### src/rtl/pipe_hazard_ctrl.sv
// Stall/flush sequencer for the 5-stage MIPS pipeline: load-use stalls, branch/jump
// squashing, multi-cycle data-memory freeze and saturating perf counters.
module pipe_hazard_ctrl #(
    parameter int MEM_LAT = 1,
    parameter int CNT_W   = 16
) (
    input  logic             clk_i,
    input  logic             rst_i,
    input  logic [4:0]       ifid_rs_i,
    input  logic [4:0]       ifid_rt_i,
    input  logic             ifid_uses_rt_i,
    input  logic             idex_memread_i,
    input  logic [4:0]       idex_rt_i,
    input  logic             jump_i,
    input  logic             branch_taken_i,
    input  logic             mem_access_i,
    output logic             pc_write_o,
    output logic             ifid_write_o,
    output logic             ifid_flush_o,
    output logic             idex_flush_o,
    output logic             exmem_flush_o,
    output logic             freeze_o,
    output logic [CNT_W-1:0] stall_cycles_o,
    output logic [CNT_W-1:0] flush_events_o
);

    localparam int WW = $clog2(MEM_LAT) + 1;
    localparam logic [WW-1:0] WAIT_INIT = WW'((MEM_LAT > 1) ? (MEM_LAT - 2) : 0);
    localparam logic MULTI_CYCLE = (MEM_LAT > 1);

    typedef enum logic {
        RUN,
        MEM_WAIT
    } state_t;

    state_t        state;
    logic [WW-1:0] wcnt;
    logic          load_use;
    logic          frozen;

    always_comb begin
        load_use = idex_memread_i && (idex_rt_i != '0) &&
                   ((idex_rt_i == ifid_rs_i) || (ifid_uses_rt_i && (idex_rt_i == ifid_rt_i)));

        // The release cycle (MEM_WAIT, wcnt==0) is not frozen and does not re-arm on mem_access_i.
        frozen = 1'b0;
        if (!rst_i) begin
            if (state == RUN) begin
                frozen = mem_access_i && MULTI_CYCLE;
            end else begin
                frozen = (wcnt != '0);
            end
        end

        pc_write_o    = 1'b1;
        ifid_write_o  = 1'b1;
        ifid_flush_o  = 1'b0;
        idex_flush_o  = 1'b0;
        exmem_flush_o = 1'b0;
        freeze_o      = 1'b0;

        if (rst_i) begin
            pc_write_o = 1'b1;
        end else if (frozen) begin
            freeze_o     = 1'b1;
            pc_write_o   = 1'b0;
            ifid_write_o = 1'b0;
        end else if (branch_taken_i) begin
            ifid_flush_o  = 1'b1;
            idex_flush_o  = 1'b1;
            exmem_flush_o = 1'b1;
        end else if (load_use) begin
            pc_write_o   = 1'b0;
            ifid_write_o = 1'b0;
            idex_flush_o = 1'b1;
        end else if (jump_i) begin
            ifid_flush_o = 1'b1;
        end
    end

    always_ff @(posedge clk_i) begin
        if (rst_i) begin
            state          <= RUN;
            wcnt           <= '0;
            stall_cycles_o <= '0;
            flush_events_o <= '0;
        end else begin
            if (state == RUN) begin
                if (mem_access_i && MULTI_CYCLE) begin
                    state <= MEM_WAIT;
                    wcnt  <= WAIT_INIT;
                end
            end else begin
                if (wcnt != '0) begin
                    wcnt <= wcnt - WW'(1);
                end else begin
                    state <= RUN;
                end
            end

            if (!pc_write_o && (stall_cycles_o != '1)) begin
                stall_cycles_o <= stall_cycles_o + CNT_W'(1);
            end
            if (ifid_flush_o && (flush_events_o != '1)) begin
                flush_events_o <= flush_events_o + CNT_W'(1);
            end
        end
    end

endmodule
### config.mk
export PLATFORM = sky130hd
export DESIGN_NAME = pipe_hazard_ctrl
export DESIGN_NICKNAME = d
export VERILOG_FILES = /design/src/rtl/pipe_hazard_ctrl.sv
export SDC_FILE = /design/constraint.sdc
export NUM_CORES = 1
export LEC_CHECK = 0
export ABC_AREA = 1
export BUFFER_PORTS_ARGS = -buffer_cell sky130_fd_sc_hd__buf_2
export CORE_ASPECT_RATIO = 1.25
export CORE_MARGIN = 5
export CORE_UTILIZATION = 45
export CTS_BUF_LIST = sky130_fd_sc_hd__clkbuf_2
export DETAILED_ROUTE_END_ITERATION = 8
export GPL_TIMING_DRIVEN = 1
export HOLD_SLACK_MARGIN = 0.08
export PLACE_DENSITY = 0.8
export SETUP_SLACK_MARGIN = 0.02
export SLEW_MARGIN = 30
export SYNTH_ARGS = -nofsm -noshare
export SYNTH_HDL_FRONTEND = slang
export SYNTH_SLANG_ARGS = --single-unit
### constraint.sdc
create_clock -name clk_i -period 3 [get_ports clk_i]
set_input_delay 0.3 -clock clk_i [delete_from_list [all_inputs] [get_ports clk_i]]
set_output_delay 0.3 -clock clk_i [all_outputs]
set_load 0.02 [all_outputs]
Yosys cells after proc, flatten, opt, wreduce, memory -nomap -nowiden. Cells that the tools add are included.

Word-level logic and storage cells: 43. Bits of input ports: 22. Flip-flop bits (word level): 34. Output and inout bits: 38.

Equality and inequality tests: 4. Reductions and logical operators: 9. Mux-type cells: 22. $add $sub $neg: 3. Bitwise gates (word level): 1.

Operator list (count): 16-bit by 1-bit adder with 16-bit output, second input constant (2); 16-bit inequality test, second input constant (2); 1-bit 2-to-1 mux (22); 5-bit == test (2); 1-bit logical AND (5); 5-bit nonzero test (1); 2-bit OR reduction (1); 1-bit logical NOT (1); 1-bit logical OR (1); 1-bit NOT (1); 1-bit subtractor, second input constant (1).

Longest topological paths before layout.
Depth in word-level cells: 10. Gate-level depth with buffers: 13. Mapped depth without buffers: 12.

Worst setup path after synthesis. Ideal clock, no wire load.

Path type: register to register. Start point: register flush_events_o[0]. End point: register flush_events_o[0]. Path buffers: 1. Library setup time: 115 ps. Path slack: 1231 ps. Cell stages (with the launch flop): 10. Data arrival time: 1653 ps. Data required time: 2885 ps. Period minus slack after synthesis: 1769 ps. Cells stage by stage: dfxtp_1 > ha_1 > nand3_2 > nor2_2 > nand4_2 > nor2_4 > inv_4 > buf_6 > a21oi_1 > nor2_1.

Cells in the longest elaborated chain, start to end: 2. Elaborated cells between the ends (all ways): 3. Classes of those cells: add/sub (1); eq/ne (1); reduce/logical (1).

Ends and longest elaborated chain: start, declared (RTL line 24) `output logic [CNT_W-1:0] flush_events_o`; start signal, assigned (RTL line 105) `flush_events_o <= flush_events_o + CNT_W'(1);`; branches (longest 2 deep; another with 16-bit by 1-bit adder with 16-bit output).

Parallel ways; which one is timed is not known. A chain may end at the register's enable or synchronous reset.

Worst setup path in the final report.
Start point: register stall_cycles_o[0]. End point: register stall_cycles_o[14].

Cells in the longest elaborated chain, start to end: 2. Elaborated cells between the ends (all ways): 3. Classes of those cells: add/sub (1); eq/ne (1); reduce/logical (1).

Ends and longest elaborated chain: start, declared (RTL line 23) `output logic [CNT_W-1:0] stall_cycles_o,`; start signal, assigned (RTL line 102) `stall_cycles_o <= stall_cycles_o + CNT_W'(1);`; branches (longest 2 deep; another with 16-bit by 1-bit adder with 16-bit output).

Parallel ways; which one is timed is not known.

==> metrics <==
status=complete, no violations; Req. time, crit path=3300 ps; row cnt=28; Worst-path clk slew=170 ps; grt total ovfl=0; Die Area=0.00625 mm^2; vias in the first global route=2,139; dominant cells by area after synthesis=dfxtp_1 30%, nand2_1 15%, nand3_1 9.6%; Worst slew margin=0.630; post-route cell area=0.00244 mm^2; pre-CTS WS=1160 ps; Remaining DRCs=0; Sw Share=0.294; post-synthesis sequential area ratio=0.299; Synth Net Count=346; register area=641 um^2; Antenna diodes=0; RSZ-0062 raised after global routing=false; Synth Area in Compound Gates=0.0748; Fillers=493; layout overhead on the synthesized area=14.1%; worst r2r dst=stall_cycles_o[14]$_SDFFE_PP0P_; combinational share of power=0.125; gr usage total=0.172; Die X=71.7 um; CP Cell Sequence=ha_1 -> nand2_1 -> nor2_2 -> nand4_1 -> nor2_2 -> inv_2 -> nand2_4 -> nand2_1 -> a21oi_1; Post-Synthesis Cells=322; area fraction in and, or, nand and nor cells after synthesis=0.410; Netlist cell types=30; Post-CTS Resized=0; layout cells sized above 1=0.225; Final Net Count=398; crit path launch type=flop; largest net degree at the start of global routing=30; xor/xnor share of the synthesized area=0.106; H-Tree Depth=2; initial antenna violation count=0; vias=2,246; post-CTS setup repair buffer count=0; Peak supply drop=221 uV; Final WS setup=1130 ps; Synth area leader=dfxtp_1; P_sw=0.211 mW; fmax=0.535 GHz; Max Cap Viol=0; synth warn=0; Final Slew Violations=0; Placement Cell Area=0.00241 mm^2; Worst Hold Class=in -> reg; Clock Tree Buf Depth=2; r2r startpoint=stall_cycles_o[0]$_SDFFE_PP0P_; largest family of logic cells by synthesized area=simple AND/OR/NAND/NOR gates; TritonRoute pass-1 iters=4; Yosys reg bits=32; Post-Synth Adder-Cell Area=0.0117; skew final=12.8 ps; Pwr Density=293 mW/mm^2; min-delay src=branch_taken_i; final period utilization=0.623; final hold vios=0; Worst R2R Path Depth=9; final core occ=0.521; Crit Path Class=reg -> reg; post-synth top area share=0.299; Synth Area per Inst=6.65 um^2; Root Driver=clkbuf_2; worst skew pair latency=370 ps; Internal Power=0.506 mW; cell leakage power=1.10 nW; element type at the critical path end=flop; Sink Count=32; WP buf/inv=1; Worst Hold Path Cells=4; Worst-Margin Slew=556 ps; global-route wire length before repair=8800 um; TNS Setup=0 ps; CTS tree=done; cell family with most CP delay=simple AND/OR/NAND/NOR gates; Starting Density=0.456; cts hold-fix bufs=0; die height=87.1 um; DRT Wirelength=5190 um; Hold EP=stall_cycles_o[2]$_SDFFE_PP0P_; core area=0.00469 mm^2; mux contribution to synthesized area=0; clock share of power=0.273; Final Setup Violations=0; first-iteration detailed-routing DRC count=88; Routed Antenna Nets=0; Port Buf Inserts=57; drt via density=5.18; DP HPWL=3890 um; Sequential Power Share=0.602; Multi-input gate area=0.00129 mm^2; total I/O pin count=60; Final min period=1870 ps; CTS Buf Count=5; crit-path max FO=15; drt wl/cell=12.0 um; routability congestion estimate=0.864; Worst path max stage delay=450 ps; CP arrival=2170 ps; slowest stage cell, crit path=dfxtp_1; Synth Cell Area=0.00214 mm^2; R2R setup slack=1130 ps
==> cells by family after synthesis <==
| logic type | after synthesis |
|---|---|
| and+or+nand+nor | 187 |
| buffers and inverters | 42 |
| AOI/OAI and AO/OA | 32 |
| DFF | 32 |
| xor gates and xnor gates | 26 |
| adders and majority gates | 2 |
| other | 1 |
==> through the flow <==
| step | total power, mW | hold WS, ps | std cells |
|---|---|---|---|
| after detailed placement | 0.531 | 494 | 427 |
| final | 0.717 | 305 | 434 |
| after global placement | 0.528 | 488 | 427 |
| after global routing | 0.751 | 295 | 434 |
| after floorplan | 0.504 | 493 | 322 |
| after CTS | 0.724 | 283 | 434 |
==> synthesized netlist by cell type <==
library cell	instances
xnor2_1	14
conb_1	1
dfxtp_1	32
nand3_1	41
nor2_1	32
nand4_2	1
nor3_1	5
clkbuf_1	2
nand2_4	2
inv_4	1
nor2_2	5
buf_4	2
buf_8	1
nand3b_1	1
nand3_4	1
buf_6	3
buf_2	4
o21ai_0	2
nand4_1	7
nor3_4	1
nand2_2	2
inv_2	6
a21oi_1	30
nand3_2	1
xor2_1	12
nor2_8	1
inv_1	23
ha_1	2
nor2_4	1
nand2_1	86
==> power by group through the flow <==
stage	combinational (mW)	clock, mW	sequential [mW]
2_1_floorplan	0.0600	0	0.444
3_3_place_gp	0.0876	0	0.441
3_5_place_dp	0.0898	0	0.441
4_1_cts	0.0900	0.202	0.432
5_1_grt	0.0999	0.218	0.433
6_report	0.0896	0.196	0.432
==> worst reg2reg max path, cell delays in order (launching register included) <==
cell,delay (ps)
dfxtp_1,450
ha_1,240
nand2_1,100
nor2_2,190
nand4_1,120
nor2_2,150
inv_2,160
nand2_4,210
nand2_1,80
a21oi_1,110
==> layout make-up <==
cell class | instances | share of cell area
clock buffers | 5 | 0.0102
clock inverters | 2 | 0.00307
inverters | 30 | 0.0471
multi-input cells | 248 | 0.530
flip-flops and latches | 32 | 0.262
well taps | 60 | 0.0307
repair buffers | 57 | 0.117
==> flip-flops by register name (all words and copies together) (netlist names) <==
name            count
flush_events_o     16
stall_cycles_o     16
==> per-layer routing <==
layer  global-route usage  vias to the layer above  part of all wire
met2                0.319                       52              0.52
met5                    0                        -                 0
met1                0.182                     1046              0.42
li1                     -                     1134                 -
met4               0.0786                        0             0.018
met3               0.0404                       14             0.047
==> cells in the final DEF (no fill, tap or decap), types with 5 or more instances in the layout <==
cell	Yosys	layout
inv_1	23	23
nand4_1	7	7
clkbuf_2	0	5
nor3_1	5	5
inv_2	6	6
a21oi_1	30	30
nand2_1	86	86
xor2_1	12	12
nor2_2	5	5
dfxtp_1	32	32
xnor2_1	14	14
nand3_1	41	41
buf_2	4	57
nor2_1	32	32
==> worst max-delay path by stage <==
stage	from	endpoint	slack (ps)	cells after the start
2_1_floorplan	flush_events_o[0]$_SDFFE_PP0P_	flush_events_o[0]$_SDFFE_PP0P_	1230	9
3_3_place_gp	idex_rt_i[0]	ifid_flush_o	1180	9
3_5_place_dp	idex_rt_i[0]	ifid_flush_o	1160	9
4_1_cts	stall_cycles_o[0]$_SDFFE_PP0P_	stall_cycles_o[11]$_SDFFE_PP0P_	1110	9
5_1_grt	stall_cycles_o[0]$_SDFFE_PP0P_	stall_cycles_o[11]$_SDFFE_PP0P_	930	9
6_report	stall_cycles_o[0]$_SDFFE_PP0P_	stall_cycles_o[14]$_SDFFE_PP0P_	1130	9
No activity file was read; power rests on OpenSTA's default activity.
